**config.mk**
```make
export PLATFORM = sky130hd
export DESIGN_NAME = sdram_frame_arbiter
export DESIGN_NICKNAME = d
export VERILOG_FILES = /design/src/rtl/sdram_arb_pkg.sv /design/src/rtl/frame_pixel_counter.sv /design/src/rtl/sdram_frame_arbiter.sv
export SDC_FILE = /design/constraint.sdc
export NUM_CORES = 1
export LEC_CHECK = 0
export ABC_AREA = 0
export BUFFER_PORTS_ARGS = -buffer_cell sky130_fd_sc_hd__buf_2
export CORE_MARGIN = 5
export CORE_UTILIZATION = 50
export DETAILED_ROUTE_END_ITERATION = 16
export PLACE_DENSITY = 0.79
export SETUP_SLACK_MARGIN = 0.3
export SYNTH_ARGS = -nofsm -noshare
export SYNTH_HDL_FRONTEND = slang
export SYNTH_SLANG_ARGS = --single-unit
```
**constraint.sdc**
```tcl
create_clock -name clk -period 2.2 [get_ports clk]
set_input_delay 0.22 -clock clk [delete_from_list [all_inputs] [get_ports clk]]
set_output_delay 0.22 -clock clk [all_outputs]
set_load 0.1 [all_outputs]
```
**src/rtl/sdram_arb_pkg.sv**
```systemverilog
// Shared definitions for the SDRAM write-port frame arbiter: state codes,
// pixel width and frame-size helper.
package sdram_arb_pkg;

  localparam int RGB_W = 24;

  localparam logic [1:0] ST_IDLE  = 2'd0;
  localparam logic [1:0] ST_GRANT = 2'd1;
  localparam logic [1:0] ST_GAP   = 2'd2;

  function automatic int frame_pixels(input int h_disp, input int v_disp);
    return h_disp * v_disp;
  endfunction

endpackage

```
**src/rtl/frame_pixel_counter.sv**
```systemverilog
// Counts granted pixel strobes within one frame and flags the strobe that
// carries the final pixel of the frame.
module frame_pixel_counter
  import sdram_arb_pkg::*;
#(
  parameter int H_DISP = 640,
  parameter int V_DISP = 480
) (
  input  logic clk,
  input  logic rst,
  input  logic clear,
  input  logic inc,
  output logic last
);

  localparam int N  = frame_pixels(H_DISP, V_DISP);
  localparam int CW = $clog2(N + 1);

  logic [CW-1:0] count;

  assign last = inc && (count == CW'(N - 1));

  // clear wins over inc so an aborted frame never leaves a stale count behind
  always_ff @(posedge clk or posedge rst) begin
    if (rst) begin
      count <= '0;
    end else if (clear) begin
      count <= '0;
    end else if (inc) begin
      if (last) count <= '0;
      else      count <= count + 1'b1;
    end
  end

endmodule

```
**src/rtl/sdram_frame_arbiter.sv**
```systemverilog
// Frame-granular round-robin arbiter for the SDRAM write port.
// Optional idle-write watchdog enabled by defining ARB_TIMEOUT_EN.
module sdram_frame_arbiter
  import sdram_arb_pkg::*;
#(
  parameter int H_DISP      = 640,
  parameter int V_DISP      = 480,
  parameter int TIMEOUT_CYC = 1024
) (
  input  logic             clk,
  input  logic             rst,
  input  logic             sys_vaild,
  input  logic [1:0]       req,
  input  logic             we0,
  input  logic             we1,
  input  logic [RGB_W-1:0] data0,
  input  logic [RGB_W-1:0] data1,
  output logic [1:0]       gnt,
  output logic [RGB_W-1:0] sys_data,
  output logic             sys_we,
  output logic             frame_done,
  output logic             frame_abort,
  output logic             owner
);

  logic [1:0]       state;
  logic             we_g;
  logic [RGB_W-1:0] data_g;
  logic             winner;
  logic             last_pix;
  logic             timeout;
  logic             abort_go;
  logic             cnt_clear;
  logic             cnt_inc;

  // During GRANT, owner always names the source that holds the port
  assign we_g   = owner ? we1 : we0;
  assign data_g = owner ? data1 : data0;
  assign winner = (owner ? req[0] : req[1]) ? ~owner : owner;

`ifdef ARB_TIMEOUT_EN
  localparam int WD_W = $clog2(TIMEOUT_CYC + 1);

  logic [WD_W-1:0] wd_cnt;

  always_ff @(posedge clk or posedge rst) begin
    if (rst) begin
      wd_cnt <= '0;
    end else if (state != ST_GRANT || we_g) begin
      wd_cnt <= '0;
    end else begin
      wd_cnt <= wd_cnt + 1'b1;
    end
  end

  assign timeout = (state == ST_GRANT) && !we_g && (wd_cnt == WD_W'(TIMEOUT_CYC - 1));
`else
  assign timeout = 1'b0;
`endif

  // A last pixel completes the frame even if sys_vaild drops on the same cycle
  always_comb begin
    abort_go  = 1'b0;
    cnt_clear = 1'b0;
    cnt_inc   = 1'b0;
    if (state == ST_GRANT) begin
      abort_go = !last_pix && (!sys_vaild || timeout);
      cnt_inc  = we_g;
    end
    cnt_clear = (state == ST_IDLE) || abort_go;
  end

  frame_pixel_counter #(
    .H_DISP(H_DISP),
    .V_DISP(V_DISP)
  ) u_pixel_counter (
    .clk  (clk),
    .rst  (rst),
    .clear(cnt_clear),
    .inc  (cnt_inc),
    .last (last_pix)
  );

  always_ff @(posedge clk or posedge rst) begin
    if (rst) begin
      state       <= ST_IDLE;
      gnt         <= 2'b00;
      sys_data    <= '0;
      sys_we      <= 1'b0;
      frame_done  <= 1'b0;
      frame_abort <= 1'b0;
      owner       <= 1'b1;
    end else begin
      frame_done  <= 1'b0;
      frame_abort <= 1'b0;
      case (state)
        ST_IDLE: begin
          sys_we <= 1'b0;
          if (sys_vaild && (|req)) begin
            gnt   <= winner ? 2'b10 : 2'b01;
            owner <= winner;
            state <= ST_GRANT;
          end
        end
        ST_GRANT: begin
          if (last_pix) begin
            sys_we     <= 1'b1;
            sys_data   <= data_g;
            gnt        <= 2'b00;
            frame_done <= 1'b1;
            state      <= ST_GAP;
          end else if (abort_go) begin
            sys_we      <= 1'b0;
            gnt         <= 2'b00;
            frame_abort <= 1'b1;
            state       <= ST_GAP;
          end else begin
            sys_we <= we_g;
            if (we_g) sys_data <= data_g;
          end
        end
        ST_GAP: begin
          sys_we <= 1'b0;
          gnt    <= 2'b00;
          state  <= ST_IDLE;
        end
        default: begin
          sys_we <= 1'b0;
          gnt    <= 2'b00;
          state  <= ST_IDLE;
        end
      endcase
    end
  end

endmodule

```
Word level (Yosys, flattened, before mapping)
Index checks and enable logic that the tools add are counted. W data, S select, Z words.

Logic and storage cells: 57. Register bits: 51.

Muxes and demuxes: 29. Reductions and logical operators: 13. Equality and inequality tests: 5. Add/sub/neg operators: 1. Bitwise operators: 1.

Operator list (number): $mux W24 (4); $mux W19 (3); $add A19 B1 Y19 const B (1); $eq A19 B19 Y1 const B (1); $mux W2 (7); $mux W1 (13); $pmux W2 S2 (2); $reduce_and A2 Y1 (2); $reduce_bool A2 Y1 (2); $logic_and A1 B1 Y1 (3); $ne A3 B3 Y1 const B (1); $reduce_and A3 Y1 (1); $eq A2 B1 Y1 const B (1); $logic_not A1 Y1 (2); $logic_not A2 Y1 (1); $ne A2 B1 Y1 const B (1); $ne A2 B2 Y1 const B (1); $reduce_or A2 Y1 (1); $logic_or A1 B1 Y1 (1); $not A1 Y1 (1).

Longest topological paths before layout
Depth after elaboration: 9. Gate-level depth with buffers: 7. Depth with buffers taken out: 6.

Modules after synthesis
A second synthesis with hierarchy kept.

Cells, all modules: 225. Area total of the unflattened synthesis: 2583.7 um^2.

Modules (own cells, without submodules): sdram_frame_arbiter (times used 1, seq. area each 802.0 um^2, cells an instance 114, area each 1561.5 um^2); frame_pixel_counter (times used 1, seq. area each 475.5 um^2, cells an instance 111, area each 1022.2 um^2).

Worst setup path before layout
Ideal clock, no wire load.

Kind: register to register. From: register owner. To: register u_pixel_counter.count[12]. Path slack: -57 ps. Clock period less this slack: 2257 ps. Stages on the path, launching flop included: 7. Arrival: 2179 ps. Setup time: 78 ps. Cells stage by stage: dfstp_2 > buf_4 > mux2_4 > nand4_2 > nor2_1 > or4_1 > a21oi_1.

Word-level cells in the longest chain between the ends: 8. Elaborated cells between the ends (all ways): 11. Classes of those cells: mux: 6; reduce/logical: 5.

Ends and longest elaborated chain: start: declaration (line sdram_frame_arbiter.sv:23) `output logic owner`; start signal: assignment (line sdram_frame_arbiter.sv:101) `owner <= winner;`; $mux W1 (*) (line sdram_frame_arbiter.sv:37) `assign we_g = owner ? we1 : we0;`; $mux W1 (*) (line sdram_frame_arbiter.sv:66) `if (state == ST_GRANT) begin`; $logic_and A1 B1 Y1 (line frame_pixel_counter.sv:21) `assign last = inc && (count == CW'(N - 1));`; $logic_not A1 Y1 (line sdram_frame_arbiter.sv:67) `abort_go = !last_pix && (!sys_vaild || timeout);`; $logic_and A1 B1 Y1 (line sdram_frame_arbiter.sv:67); $mux W1 (line sdram_frame_arbiter.sv:66); $logic_or A1 B1 Y1 (line sdram_frame_arbiter.sv:70) `cnt_clear = (state == ST_IDLE) || abort_go;`; $mux W19 / $reduce_bool A2 Y1 (equally long branches); end signal: assignment (line frame_pixel_counter.sv:31) `else count <= count + 1'b1;`; end: declaration (line frame_pixel_counter.sv:19) `logic [CW-1:0] count;`.

Mark *: on every way between the ends. The rest lies on a longest branch, timed or not. The select of a mux whose other input is x is not followed. A chain may end at the register's enable or synchronous reset.

Worst setup path after layout
From: register u_pixel_counter.count[0]. To: register sys_data[2].

Word-level cells in the longest chain between the ends: 7. Elaborated cells between the ends (all ways): 9. Classes of those cells: eq/ne: 2; mux: 2; reduce/logical: 5.

Ends and longest elaborated chain: $eq A19 B19 Y1 (*) (line frame_pixel_counter.sv:21); $logic_and A1 B1 Y1 (*) (line frame_pixel_counter.sv:21); $logic_not A1 Y1 (line sdram_frame_arbiter.sv:67); $logic_and A1 B1 Y1 (line sdram_frame_arbiter.sv:67); $mux W1 (line sdram_frame_arbiter.sv:66); $ne A2 B2 Y1 (no line); $reduce_and A3 Y1 (no line); end signal: assignment (line sdram_frame_arbiter.sv:108) `sys_data <= data_g;`; end signal: assignment (line sdram_frame_arbiter.sv:119) `if (we_g) sys_data <= data_g;`; end: declaration (line sdram_frame_arbiter.sv:19) `output logic [RGB_W-1:0] sys_data,`.

Mark *: on every way between the ends. The rest lies on a longest branch, timed or not.

==> run summary <==
STATUS
------------------------------------------------------------------------------------
Result of the run ..................................................... finished, final reports clean

POWER
------------------------------------------------------------------------------------
Power consumption .....................................................      4.32 mW
Static Leakage ........................................................      1.61 nW
P per Cell Area ....................................................... 1280 nW/um^2
Highest ir drop seen on vdd ...........................................   0.000715 V

SYNTHESIS
------------------------------------------------------------------------------------
Distinct cells, synth .................................................           45
Cell taking the most area after synthesis ............................. sky130_fd_sc_hd__dfrtp_1
Post-synthesis cell count .............................................          263
Proportion of synthesized flip-flops having asynchronous set or reset .         100%
Largest cells by area after synthesis ................................. sky130_fd_sc_hd__dfrtp_1 49%, sky130_fd_sc_hd__mux2i_1 9.3%, sky130_fd_sc_hd__a21oi_1 6.6%
Cell area after synthesis .............................................   2570 sq um
Synth warnings ........................................................            0
Portion of the post-synthesis area used by sequential elements ........        49.7%
Post-synth net total ..................................................          319
Syn Area/Cell .........................................................   9.78 sq um
Share of the synthesized area in the top cell type ....................        48.7%
Number of enable flip-flop cells after synthesis ......................            0
Prevailing post-synth register cell ................................... sky130_fd_sc_hd__dfrtp_1
Flip-flop and latch count after synthesis .............................           51

STA
------------------------------------------------------------------------------------
Hold Fails Final Rpt ..................................................            0
Clock skew after layout ...............................................   0.00540 ns
Final hold slack ......................................................     0.132 ns
Headroom to the max-slew limit ........................................        66.6%
Final Max Slew Viols ..................................................            0
Max Fclk ..............................................................      528 MHz
Setup ws final ........................................................     0.305 ns
Final min period ......................................................      1.90 ns
Worst-Margin Slew .....................................................     0.504 ns
RSZ-0062 raised after global routing ..................................          yes
Total Neg Setup Slack .................................................         0 ns
Tcrit/Tclk final ......................................................        86.2%
Number of failing setup endpoints in the final timing report ..........            0

CRITICAL PATH
------------------------------------------------------------------------------------
Arrival time worst endpoint ...........................................      2.08 ns
Startpoint class of the critical path .................................         flop
R2R setup slack .......................................................      0.30 ns
Critical Path End Type ................................................         flop
Crit Path Category ....................................................   reg -> reg
Critical Path RT ......................................................      2.38 ns
Reg-to-reg critical path startpoint ................................... u_pixel_counter.count[0]
Worst setup path startpoint ........................................... u_pixel_counter.count[0]
CP Max Fanout .........................................................           24

FINISH
------------------------------------------------------------------------------------
Non-filler instance count after layout ................................          426
Antenna cell count ....................................................            0
End-of-flow core utilization ..........................................        66.9%
Area delta synth->final ...............................................        31.3%
Fin area ..............................................................   3380 sq um
Layout cells sized above 1 ............................................        34.8%
Nets ..................................................................          411

PLACEMENT
------------------------------------------------------------------------------------
Placement Cell Area ...................................................   3070 sq um
Worst-case setup slack after placement ................................     0.158 ns
Hpwl dp ............................................................... 4190 microns
Count of buffers from port buffering ..................................           84
Routability-driven placement congestion ratio .........................        0.798
Cell count after placement ............................................          408

GRT
------------------------------------------------------------------------------------
Met2 usage in global routing ..........................................        31.7%
M3 GR Usage ...........................................................        2.96%
Gr ovfl total .........................................................            0
Met1 track utilization from global routing ............................        21.4%
Vias in the first global route ........................................         2111
Overall global routing resource usage .................................        17.7%
Most utilized layer in the global route result ........................         met2
Initial antenna violation count .......................................            0
Wire length of the first global-routing pass .......................... 9320 microns
Maximum number of pins on one net before global-route repair ..........           32

CLOCK NETWORK
------------------------------------------------------------------------------------
Total CTS buffers .....................................................            5
Max Root-Sink Buffers .................................................            2
Clock Latency Late Sink ...............................................      0.30 ns
Clock root buffer ..................................................... sky130_fd_sc_hd__clkbuf_8
Clock H-tree levels ...................................................            2
Clock tree sinks ......................................................           51
CTS tree ..............................................................         done
Reg clk slew, reported paths ..........................................      0.09 ns

DETAILED ROUTING
------------------------------------------------------------------------------------
Starting DRC count in detailed routing ................................           80
Count of TritonRoute iterations in the first routing pass .............            4
Count of vias placed by the detailed router ...........................         2279
Vias per std cell .....................................................         5.35
Mean routed wirelength per cell ....................................... 14.5 microns
Overall routed net length ............................................. 6190 microns
Number of design rule violations left after detail routing ............            0
Antenna-violating nets left ...........................................            0

DIE
------------------------------------------------------------------------------------
Starting utilization of the core area .................................        51.0%
Die Y-Extent .......................................................... 81.7 microns
Total number of placement rows ........................................           26
Die footprint .........................................................   6680 sq um
Die Span X ............................................................ 81.7 microns
I/O Pins ..............................................................           85
CORE AREA .............................................................   5040 sq um

WORST HOLD PATH
------------------------------------------------------------------------------------
Class of the worst hold path ..........................................    in -> reg
Hold Crit Start .......................................................       req[0]

RUN
------------------------------------------------------------------------------------
Max-cap violations ....................................................            0

==> layout make-up <==
type	count	area, sq um
well taps	70	87.6
fillers	393	1670
repair buffers	98	608
flip-flops and latches	51	1280
inverters	5	18.8
clock inverters	1	30.0
multi-input cells	194	1270
clock buffers	7	76.3
==> final timing paths <==
| path | to | cells past startpoint |
|---|---|---|
| max in group asynchronous | owner | 4 |
| min in group asynchronous | sys_data[9] | 3 |
| worst min register to register | gnt[0] | 1 |
| worst min-delay path | owner | 2 |
| worst max-delay path | sys_data[2] | 6 |
| worst max register to register | sys_data[2] | 6 |
==> what timing repair did <==
item	4_1_cts	5_1_grt
resized for setup	9	9
gates cloned	2	0
endpoints found under the hold margin	20	0
pin swaps	3	4
buffers inserted	2	5
endpoints found under the setup margin	34	34
hold buffers	1	0
==> logic make-up (layout without fill, tap and decap cells) <==
logic type | count (synthesis) | count (layout) | share of synthesized area (%)
XOR/XNOR | 2 | 2 | 0.681
AO/OA/AOI/OAI | 65 | 65 | 14.8
buffers and inverters | 18 | 111 | 4.09
AND/OR/NAND/NOR | 101 | 101 | 20.3
multiplexers | 25 | 25 | 9.93
flip-flops | 51 | 51 | 49.7
adder cells (fa/ha/maj) | 1 | 1 | 0.487
==> Yosys cell counts (2+ instances only) <==
cell type,n
sky130_fd_sc_hd__dfrtp_1,50
sky130_fd_sc_hd__nor2_1,36
sky130_fd_sc_hd__a21oi_1,34
sky130_fd_sc_hd__mux2i_1,24
sky130_fd_sc_hd__nand2_1,18
sky130_fd_sc_hd__nand3_1,17
sky130_fd_sc_hd__o21ai_0,13
sky130_fd_sc_hd__buf_4,5
sky130_fd_sc_hd__inv_1,5
sky130_fd_sc_hd__or3_1,5
sky130_fd_sc_hd__a21o_1,4
sky130_fd_sc_hd__nand4_1,4
sky130_fd_sc_hd__nor3_1,4
sky130_fd_sc_hd__a22o_1,3
sky130_fd_sc_hd__buf_2,3
sky130_fd_sc_hd__buf_6,2
sky130_fd_sc_hd__clkbuf_1,2
sky130_fd_sc_hd__nand2b_1,2
sky130_fd_sc_hd__nor3b_1,2
sky130_fd_sc_hd__nor4_1,2
sky130_fd_sc_hd__o21ai_1,2
sky130_fd_sc_hd__or3_4,2
sky130_fd_sc_hd__or4_1,2
==> routing by layer <==
layer	vias up	part of all wire, %
met5	-	0
met4	0	1.0
met3	6	6.5
met2	58	52
met1	1090	40
li1	1125	-
==> state kept, by name (all words and copies together) (netlist names) <==
name and count:
owner 1, gnt 2, sys_we 1, frame_done 1, u_pixel_counter.count 19, sys_data 24, frame_abort 1, state 2
==> cells in the final DEF (no fill, tap or decap), drive strengths merged, types with 2 or more instances in the layout <==
master and instances:
nor3 4, nor2 36, dfrtp 50, a21o 4
buf 96, nand4 6, mux2i 24, a21oi 34
or3 7, nand2 18, or4 2, nand2b 2
o21ai 16, a22o 3, inv 5, nor3b 2
nand3 18, clkbuf 7, nor4 2
==> worst max-delay path, cell delays in order, from the launching register on <==
cell and delay [ns]:
sky130_fd_sc_hd__dfrtp_1 0.42, sky130_fd_sc_hd__ha_4 0.18, sky130_fd_sc_hd__nand3_2 0.11, sky130_fd_sc_hd__or3_4 0.44, sky130_fd_sc_hd__o21ai_4 0.21, sky130_fd_sc_hd__bufbuf_16 0.33, sky130_fd_sc_hd__a21oi_1 0.09
==> power breakdown <==
group	internal [mW]	switching (mW)	leakage, nW
clock network	0.340	0.289	0.0524
registers	1.16	0.111	0.630
logic	0.447	1.98	0.923
total	1.94	2.38	1.61
No activity file was read; power rests on OpenSTA's default activity.
